[src/rtl/int_ctrl_pkg.sv]
// Shared constants, state encoding and priority helper for the interrupt controller.
package int_ctrl_pkg;

    localparam int unsigned NUM_IRQ = 8;

    localparam logic [1:0] ADDR_IE   = 2'd0;
    localparam logic [1:0] ADDR_MODE = 2'd1;
    localparam logic [1:0] ADDR_PEND = 2'd2;
    localparam logic [1:0] ADDR_STAT = 2'd3;

    localparam int unsigned EOI_BIT = 0;

    typedef enum logic [1:0] {
        StIdle    = 2'd0,
        StReq     = 2'd1,
        StService = 2'd2
    } state_e;

    // Index of the lowest set bit; bit 0 is the highest priority.
    function automatic logic [2:0] lowest_set(input logic [NUM_IRQ-1:0] vec);
        logic [2:0] idx;
        idx = '0;
        for (int i = int'(NUM_IRQ) - 1; i >= 0; i--) begin
            if (vec[i]) idx = 3'(i);
        end
        return idx;
    endfunction

endpackage

[src/rtl/int_ctrl_irq_sync.sv]
// Multi-flop synchroniser for one asynchronous request line, with a rising-edge pulse
// derived from the synchronised value.
module int_ctrl_irq_sync #(
    parameter int unsigned SYNC_STAGES = 2
) (
    input  logic i_clk,
    input  logic i_rst_n,
    input  logic i_async,
    output logic o_level,
    output logic o_rise
);

    logic [SYNC_STAGES-1:0] r_sync;
    logic                   r_prev;

    always_ff @(posedge i_clk or negedge i_rst_n) begin
        if (!i_rst_n) begin
            r_sync <= '0;
            r_prev <= 1'b0;
        end else begin
            r_sync <= {r_sync[SYNC_STAGES-2:0], i_async};
            r_prev <= r_sync[SYNC_STAGES-1];
        end
    end

    assign o_level = r_sync[SYNC_STAGES-1];
    assign o_rise  = r_sync[SYNC_STAGES-1] & ~r_prev;

endmodule

[src/rtl/int_ctrl.sv]
// Interrupt controller: synchronises 8 maskable lines plus NMI, prioritises them and
// hands one request at a time to the core, holding it in service until EOI.
module int_ctrl #(
    parameter int unsigned SYNC_STAGES = 2
) (
    input  logic        i_clk,
    input  logic        i_rst_n,
    input  logic [7:0]  i_irq,
    input  logic        i_nmi_in,
    input  logic        i_sel,
    input  logic        i_wr,
    input  logic [1:0]  i_addr,
    input  logic [31:0] i_wdata,
    output logic [31:0] o_rdata,
    output logic        o_int,
    output logic [2:0]  o_int_num,
    output logic        o_nmi,
    input  logic        i_ack
);
    import int_ctrl_pkg::*;

    logic [NUM_IRQ:0]   w_async;
    logic [NUM_IRQ:0]   w_level;
    logic [NUM_IRQ:0]   w_rise;
    logic [NUM_IRQ-1:0] r_ie;
    logic [NUM_IRQ-1:0] r_mode;
    logic [NUM_IRQ-1:0] r_pend;
    logic [NUM_IRQ-1:0] w_pend_d;
    logic [NUM_IRQ-1:0] w_eff;
    logic [NUM_IRQ-1:0] w_cand;
    logic [NUM_IRQ-1:0] w_w1c;
    logic [NUM_IRQ-1:0] w_ack_clr;
    logic [2:0]         w_winner;
    logic [2:0]         r_int_num;
    logic [2:0]         w_int_num_d;
    logic [2:0]         r_isr_num;
    logic               w_any;
    logic               w_reg_wr;
    logic               w_eoi;
    logic               w_take;
    logic               r_int;
    logic               w_int_d;
    logic               r_nmi;
    logic               r_nmi_edge;
    logic               w_unused_wdata;
    state_e             r_state;
    state_e             w_state_d;

    assign w_async = {i_nmi_in, i_irq};

    for (genvar g = 0; g <= NUM_IRQ; g++) begin : g_sync
        int_ctrl_irq_sync #(
            .SYNC_STAGES(SYNC_STAGES)
        ) u_sync (
            .i_clk  (i_clk),
            .i_rst_n(i_rst_n),
            .i_async(w_async[g]),
            .o_level(w_level[g]),
            .o_rise (w_rise[g])
        );
    end

    assign w_eff          = r_pend | (w_level[NUM_IRQ-1:0] & ~r_mode);
    assign w_cand         = w_eff & r_ie;
    assign w_any          = |w_cand;
    assign w_winner       = lowest_set(w_cand);
    assign w_reg_wr       = i_sel & i_wr;
    assign w_eoi          = w_reg_wr && (i_addr == ADDR_STAT) && i_wdata[EOI_BIT];
    assign w_take         = (r_state == StReq) && w_any && i_ack && !r_nmi;
    assign w_w1c          = (w_reg_wr && (i_addr == ADDR_PEND)) ? i_wdata[NUM_IRQ-1:0] : '0;
    assign w_unused_wdata = ^i_wdata[31:NUM_IRQ];

    always_comb begin
        w_ack_clr = '0;
        if (w_take) w_ack_clr[r_int_num] = r_mode[r_int_num];
    end

    // New edges are ORed in last so a set beats a same-cycle clear.
    assign w_pend_d = (r_pend & ~w_w1c & ~w_ack_clr) | (w_rise[NUM_IRQ-1:0] & r_mode);

    always_ff @(posedge i_clk or negedge i_rst_n) begin
        if (!i_rst_n) r_state <= StIdle;
        else          r_state <= w_state_d;
    end

    always_comb begin
        w_state_d = r_state;
        case (r_state)
            StIdle:    if (w_any) w_state_d = StReq;
            StReq: begin
                if (!w_any)                 w_state_d = StIdle;
                else if (i_ack && !r_nmi)   w_state_d = StService;
            end
            StService: if (w_eoi) w_state_d = StIdle;
            default:   w_state_d = StIdle;
        endcase
    end

    // Next values for the registered core-facing request; int_num follows the winner in REQ.
    always_comb begin
        w_int_d     = 1'b0;
        w_int_num_d = r_int_num;
        case (r_state)
            StIdle: begin
                if (w_any) begin
                    w_int_d     = 1'b1;
                    w_int_num_d = w_winner;
                end
            end
            StReq: begin
                if (w_any && !(i_ack && !r_nmi)) begin
                    w_int_d     = 1'b1;
                    w_int_num_d = w_winner;
                end
            end
            default: w_int_d = 1'b0;
        endcase
    end

    always_ff @(posedge i_clk or negedge i_rst_n) begin
        if (!i_rst_n) begin
            r_ie       <= '0;
            r_mode     <= '0;
            r_pend     <= '0;
            r_int      <= 1'b0;
            r_int_num  <= '0;
            r_isr_num  <= '0;
            r_nmi      <= 1'b0;
            r_nmi_edge <= 1'b0;
        end else begin
            if (w_reg_wr && (i_addr == ADDR_IE))   r_ie   <= i_wdata[NUM_IRQ-1:0];
            if (w_reg_wr && (i_addr == ADDR_MODE)) r_mode <= i_wdata[NUM_IRQ-1:0];
            r_pend    <= w_pend_d;
            r_int     <= w_int_d;
            r_int_num <= w_int_num_d;
            if (w_take)                                r_isr_num <= r_int_num;
            else if ((r_state == StService) && w_eoi) r_isr_num <= '0;
            // Extra stage keeps NMI latency equal to the maskable edge path.
            r_nmi_edge <= w_rise[NUM_IRQ];
            r_nmi      <= r_nmi_edge | (r_nmi & ~i_ack);
        end
    end

    always_comb begin
        o_rdata = '0;
        if (i_sel) begin
            case (i_addr)
                ADDR_IE:   o_rdata = {24'b0, r_ie};
                ADDR_MODE: o_rdata = {24'b0, r_mode};
                ADDR_PEND: o_rdata = {24'b0, w_eff};
                default:   o_rdata = {23'b0, r_nmi, 1'b0, r_isr_num, 3'b0,
                                      (r_state == StService)};
            endcase
        end
    end

    assign o_int     = r_int;
    assign o_int_num = r_int_num;
    assign o_nmi     = r_nmi;

endmodule

[config.mk]
export PLATFORM = sky130hd
export DESIGN_NAME = int_ctrl
export DESIGN_NICKNAME = d
export VERILOG_FILES = /design/src/rtl/int_ctrl_pkg.sv /design/src/rtl/int_ctrl_irq_sync.sv /design/src/rtl/int_ctrl.sv
export SDC_FILE = /design/constraint.sdc
export NUM_CORES = 1
export LEC_CHECK = 0
export ABC_CLOCK_PERIOD_IN_PS = 1600
export CELL_PAD_IN_SITES_DETAIL_PLACEMENT = 0
export CELL_PAD_IN_SITES_GLOBAL_PLACEMENT = 1
export CORE_ASPECT_RATIO = 0.6
export CORE_MARGIN = 8
export CORE_UTILIZATION = 38
export CTS_BUF_LIST = sky130_fd_sc_hd__clkbuf_2
export CTS_CLUSTER_SIZE = 10
export DETAILED_ROUTE_END_ITERATION = 6
export PLACE_DENSITY_LB_ADDON = 0.1
export SYNTH_ARGS = -nofsm -noshare
export SYNTH_HDL_FRONTEND = slang
export SYNTH_SLANG_ARGS = --single-unit
[constraint.sdc]
create_clock -name i_clk -period 1.6 [get_ports i_clk]
set_input_delay 0.16 -clock i_clk [delete_from_list [all_inputs] [get_ports i_clk]]
set_output_delay 0.16 -clock i_clk [all_outputs]
set_load 0.05 [all_outputs]
==> results of run 1 <==
## how the worst max path moves through the flow
stage	startpoint	endpoint	slack, ns	depth (start not counted)
global placement	i_addr[1]	o_rdata[5]	-0.28	5
CTS	g_sync[5].u_sync.r_sync[1]	o_rdata[5]	-0.67	5
floorplan	g_sync[0].u_sync.r_sync[1]	o_rdata[0]	0.0009	4
detailed placement	i_addr[1]	o_rdata[6]	-0.29	5
finish	g_sync[5].u_sync.r_sync[1]	o_rdata[5]	-0.58	5
global route	g_sync[5].u_sync.r_sync[1]	o_rdata[5]	-0.73	5
## cell families after synthesis
group | count (synthesis)
AO/OA/AOI/OAI | 42
multiplexers | 24
other | 1
AND/OR/NAND/NOR | 82
flip-flops | 62
buffers and inverters | 33
## critical path, delay by kind of cell, from the launching register on
kind / cells / cell delay, ns
buf+inv: 1 / 0.14
simple gates: 3 / 0.51
flops: 1 / 0.42
mux: 1 / 0.45
## cells in the final DEF (no fill, tap or decap), types with 5 or more instances in the layout
cell             synthesis  routed
buf_4                   23      55
buf_12                   0       9
conb_1                   1      23
clkdlybuf4s50_1          0      21
mux2_2                  16      16
o21ai_4                  1       6
nand2_1                 20      20
buf_6                    1       5
dfrtp_1                 62      61
nor2b_4                  0       8
clkbuf_2                 0       9
nor2_1                  14      13
nor2b_2                  2       5
inv_1                    5       5
## metal layers
metal | vias to the layer above | GRT usage [%]
met3 | 9 | 5.55
met2 | 54 | 21.0
met1 | 1044 | 21.0
li1 | 1027 | -
met4 | 0 | 4.72
met5 | - | 0
## registers in the layout, summed over array words and instances, names as in the netlist
name and flops:
o_int_num 3, o_int 1, r_pend 8, r_nmi_edge 1, r_isr_num 3, g_sync.u_sync.r_prev 9, o_nmi 1, g_sync.u_sync.r_sync 18
r_ie 8, r_state 2, r_mode 8
## report_power, final
part,internal [W],switching (W)
Combinational,0.00121,0.00129
Clock,0.000494,0.000568
Sequential,0.00188,0.000317
Total,0.00358,0.00217
## cell type report
| cell class | instances | area [µm²] |
|---|---|---|
| clock inverter | 6 | 77.6 |
| clock buffer | 9 | 45.0 |
| timing repair buffer | 99 | 967 |
| multi-input combinational | 171 | 1410 |
| fill | 673 | 3180 |
| sequential | 62 | 1550 |
| inverter | 5 | 18.8 |
| tap | 104 | 130 |
## per-stage QoR
step	setup slack, ns	utilization [%]	cell area, µm²
after floorplan	0.000862	-	3030
after global placement	-0.280	50.9	3760
after detailed placement	-0.287	50.9	3760
after CTS	-0.671	56.0	4130
after global routing	-0.727	56.9	4200
final	-0.582	56.9	4200
## what timing repair did
action	CTS	global route
setup buffers	12	4
endpoints found under the setup margin	22	25
gates resized for setup	39	14
hold buffers	3	0
endpoints found under the hold margin	64	0
pin swaps	18	6
==> metrics, run 1 <==
Worst Hold Path EP=g_sync[6].u_sync.r_sync[0]; slowest cell delay on critical path=0.45 ns; largest net degree at the start of global routing=63; top layer in use=met4; maxcap violations=0; CTS Buf Count=9; drt total wl=7.64 mm; Mean Syn Cell Area=between 10 and 15 µm²; Synth top cells by count=dfrtp_1 (62), buf_4 (23), nand2_1 (20), mux2_2 (16), nor2_1 (14); post-DR vias/cell=between 4 and 5; DRC Markers=0; failing checks=negative setup slack; Synth top area share=52.9%; vias in the first global route=2,323; outcome=finished with violations; drt pass-1 iters=4; Async SR Flop Fraction=100%; Final Cycle Share=136%; Unique masters post-synth=48; Synth area leaders=dfrtp_1 (53%), mux2_2 (6.1%), buf_4 (5.9%), nor2b_1 (2.8%), nand2_1 (2.6%); Fin. Hold Viols=0; Seq cells post-synth=62; Max Clk Rate=458 MHz; H-tree depth=3; clk slew on worst S/H paths=roughly 0.17 ns; Final Max Tran Viols=0; CP max-delay cell=mux4_2; starting density of the core=about two fifths; CP Launch Type=flip-flop; hpwl dp=5.54 mm; gr usage total=~15%; WL/cell=16.7 µm; worst r2r src=g_sync[4].u_sync.r_sync[1]; Max Fanout on Critical Path=2; Worst EP arrival=2.02 ns; post-route ant nets=0; r2r worst-path depth=6; Tmin final=2.18 ns; # diodes=0; Reg2Reg Setup Slack=-0.08 ns; initial antenna violation count=0; Mapped Area=2940 µm²; port bufs=37; Worst Hold Slack=between 0.07 and 0.08 ns; Area growth syn-to-layout=43.2%; Cell Chain, Critical Path=nor2b_4 > or2_1 > mux4_2 > and2_4 > buf_8; simple-gate share of the synthesized area=approximately 17%; power after layout=0.00575 W; Worst-Skew Late Latency=0.51 ns; adder-cell share of the synthesized area=0%; Hold Path Origin=i_irq[6]; Worst Setup End Kind=output pin; xor/xnor share of the synthesized area=0%; VDD IR max=0.475 mV; Final Wtd Congestion=0.804; clock tree buffer depth=2; capturing point of the worst reg2reg path=o_int_num[1]; Compound-Gate Fraction of Synth Area=12.1%; Min-Delay Path Class=in2reg; post-route insts no fill=456; synth warn=0; Final nets=~400; hold path depth=1; TNS Setup=-3.39 ns; PwrDens=between 1000 and 1500 nW/µm²; WL met2=3.23 mm; metal3 WL=about 430 µm; Worst Skew=roughly 0.023 ns; grt ovf=0; Die X=129 µm; CTS tree=yes; post-synthesis mux area share=10.9%; Clock Sinks=62; layout cells sized above 1=between 40% and 50%; Ports=85; most numerous cell in the Yosys netlist=dfrtp_1; Vias=2,134; FP Rows=24; Crit path required time=about 1.4 ns; Die Span Y=84.1 µm; Core Area=between 7000 and 8000 µm²; largest family of logic cells by synthesized area=simple AND/OR/NAND/NOR gates; first-pass GRT wire length=12.5 mm; Final WS setup=-0.582 ns; Placed Instances=426; Initial DRC Count=111; post-synthesis instance total=244; die area=10,900 µm²; RSZ-0062 raised after global routing=true; Post-synth EDFFs=0; cell leakage power=1.88 nW; cell taking the most area after synthesis=dfrtp_1; post-synthesis sequential area ratio=52.9%; Final setup viols=16; Primary FF master, synth=dfrtp_1; critical setup path kind=reg2out; CTS root buf=clkbuf_2; DRT met1 WL=3.89 mm
(Power assumes the default switching activity.)
==> run 2, diff against run 1 <==
PLACE_DENSITY = 0.88   (was unset)
PLACE_DENSITY_LB_ADDON = unset   (was 0.1)
==> run 2 against run 1 <==
The run still ends with negative setup slack left. Register-to-register slack worse by 0.03 ns. Via count up 6.0%. Fmax down 1.7%. Sequential power about the same. Sequential share of layout area down 0.60 points. Final cell count up 1.8%. Non-clock buffer count up 8. Wire length up 6.3%. Setup slack worse by 0.037 ns. Clock-buffer cell count up 2. Critical endpoint unchanged. Highest routed layer unchanged.
==> metrics, run 2 (synthesis gave the netlist of run 1 again) <==
Ports=85 (unchanged); vias in the first global route=2,446 (+5.3%); layout cells sized above 1=45.8% (+2.4 points); Clk pwr share=13.1% (-5.4 points); hold path depth=1 (unchanged); CP max-delay cell=mux4_2; Tmin final=2.22 ns (+0.0367 ns); Hold Path Origin=i_irq[1]; Gate power share=47.9% (+4.5 points); dpl cell area=3740 µm² (-0.47%); internal power=0.00339 W (-5.5%); CTS Buf Count=9 (unchanged); Final Max Tran Viols=0 (unchanged); cell leakage power=1.88 nW (+0.41%); Area growth syn-to-layout=45.5%; initial antenna violation count=0 (unchanged); post-route ant nets=0 (unchanged); post-DR vias/cell=4.87 (+4.1%); hpwl dp=5.67 mm (+2.3%); critical setup path kind=reg2out; worst r2r src=g_sync[4].u_sync.r_sync[1]; WL/cell=17.5 µm (+4.5%); clock tree buffer depth=2 (unchanged); Final WS setup=-0.619 ns (-0.0367 ns); CP Launch Type=flip-flop; final instance area=4270 µm² (+1.6%); final core utilization=57.8% (+0.93 points); first-pass GRT wire length=13.0 mm (+4.3%); Worst Setup End Kind=output pin; sequential share of power=39.0% (+0.9 points); H-tree depth=3 (unchanged); Worst Hold Path EP=g_sync[1].u_sync.r_sync[0]; CTS tree=yes; Max Clk Rate=451 MHz (-1.7%); largest net degree at the start of global routing=63 (unchanged); Final Cycle Share=139% (+2.3 points); Final nets=404 (+2.0%); Final Wtd Congestion=0.838 (+4.2%); Worst Hold Slack=0.0646 ns (-0.00606 ns); drt pass-1 iters=4 (unchanged); capturing point of the worst reg2reg path=r_isr_num[1]; slowest cell delay on critical path=0.45 ns (about the same); Biggest register=g_sync.u_sync.r_sync; Reg2Reg Setup Slack=-0.11 ns (-0.03 ns); clk slew on worst S/H paths=0.16 ns (about the same); r2r worst-path depth=7 (+1); number of flip-flops in the largest register=18 (unchanged); Regs by FF count=g_sync.u_sync.r_sync: 18 flops, g_sync.u_sync.r_prev: 9 flops; Worst-Skew Late Latency=0.52 ns (about the same); grt ovf=0 (unchanged); starting density of the core=39.7% (unchanged); Crit path required time=1.44 ns (about the same); RSZ-0062 raised after global routing=true; VDD IR max=0.580 mV (+22%); Fin. Hold Viols=0 (unchanged); Net Sw Frac=40.1% (+2.3 points); most common cell after layout, fill and taps aside=dfrtp_1; maxcap violations=0 (unchanged); Core Area=7390 µm² (unchanged); Die X=129 µm (unchanged); CTS root buf=clkbuf_2; failing checks=negative setup slack; Clock Sinks=62 (unchanged); Final setup viols=19 (+3); Max Fanout on Critical Path=2 (unchanged); FP Rows=24 (unchanged); DRC Markers=0 (unchanged); PwrDens=1320 nW/µm² (-3.4%); drt total wl=8.12 mm (+6.3%); Worst EP arrival=2.06 ns (+0.04 ns); gr usage total=15.9% (+0.77 points); Min-Delay Path Class=in2reg; most frequent cells in the layout=dfrtp_1 (61), buf_4 (57), conb_1 (23), clkdlybuf4s50_1 (22), nand2_1 (20); Cell Chain, Critical Path=nor2b_4 > or2_1 > mux4_2 > and2_4 > buf_8; Initial DRC Count=115 (+3.6%); die area=10,900 µm² (unchanged); Vias=2,261 (+6.0%); Die Span Y=84.1 µm (unchanged); # diodes=0 (unchanged); TNS Setup=-3.83 ns (-0.446 ns); sw power=0.00226 W (+4.3%); Worst Skew=0.0252 ns (+0.00251 ns); port bufs=37 (unchanged); outcome=finished with violations
-- run 2: changes by cell type in the layout (fill, tap and decap cells not counted), moves of 2 or more --
cell | previous run | this run
o21ai_2 | 3 | 1
clkbuf_2 | 9 | 11
a21oi_2 | 2 | 4
bufinv_16 | 2 | 0
buf_4 | 55 | 57
nor3_2 | 2 | 4
o21ai_4 | 6 | 8
buf_6 | 5 | 12
clkinv_1 | 2 | 4
nor3_1 | 3 | 1
a21oi_1 | 4 | 1
clkinv_2 | 2 | 0
buf_12 | 9 | 7
-- run 2: how the worst max path moves through the flow --
stage / from / endpoint / depth (start not counted)
after floorplan: g_sync[0].u_sync.r_sync[1] / o_rdata[0] / 4
after global placement: i_addr[1] / o_rdata[4] / 5
after detailed placement: i_addr[1] / o_rdata[4] / 5
after CTS: g_sync[5].u_sync.r_sync[1] / o_rdata[5] / 5
after global routing: g_sync[5].u_sync.r_sync[1] / o_rdata[5] / 5
final: g_sync[5].u_sync.r_sync[1] / o_rdata[5] / 5
-- run 2: stage by stage --
step | cells | power (W) | worst slack [ns]
floorplan | 266 | 0.00352 | 0.000862
global placement | 427 | 0.00432 | -0.297
detailed placement | 427 | 0.00439 | -0.331
CTS | 459 | 0.00553 | -0.683
global route | 464 | 0.00598 | -0.742
finish | 464 | 0.00565 | -0.619
-- run 2: critical path, delay by kind of cell, from the launching register on --
kind	cells	cell delay, ns
simple gates	3	0.51
mux	1	0.45
flops	1	0.44
buf+inv	1	0.14
-- run 2: area by class of cell --
type,instances,area (µm²)
Fill cell,653,3120
Sequential cell,62,1550
Multi-Input combinational cell,171,1470
Timing Repair Buffer,107,1030
Tap cell,104,130
Clock buffer,11,55.1
Inverter,5,18.8
Clock inverter,4,15.0
-- run 2: what timing repair did --
item                                    in CTS  in global routing
hold endpoints to repair                    62                  3
cloned                                       1                  0
resized for setup                           44                 27
endpoints found under the setup margin      21                 24
pin swaps                                   16                 25
hold buffers                                 1                  3
setup buffers                               15                 10
-- run 2: power by group through the flow --
stage                     registers [W]  clock network (W)  logic (W)
final                           0.00221           0.000739    0.00270
after detailed placement        0.00217                  0    0.00222
after CTS                       0.00218           0.000770    0.00259
after global routing            0.00225           0.000845    0.00289
after floorplan                 0.00230                  0    0.00121
after global placement          0.00214                  0    0.00218
-- run 2: layer usage --
metal  routed length, µm  track usage, %
met5                   0               0
met2                3790            23.7
met1                3810            21.0
met3                 445            6.19
met4                  67            3.77
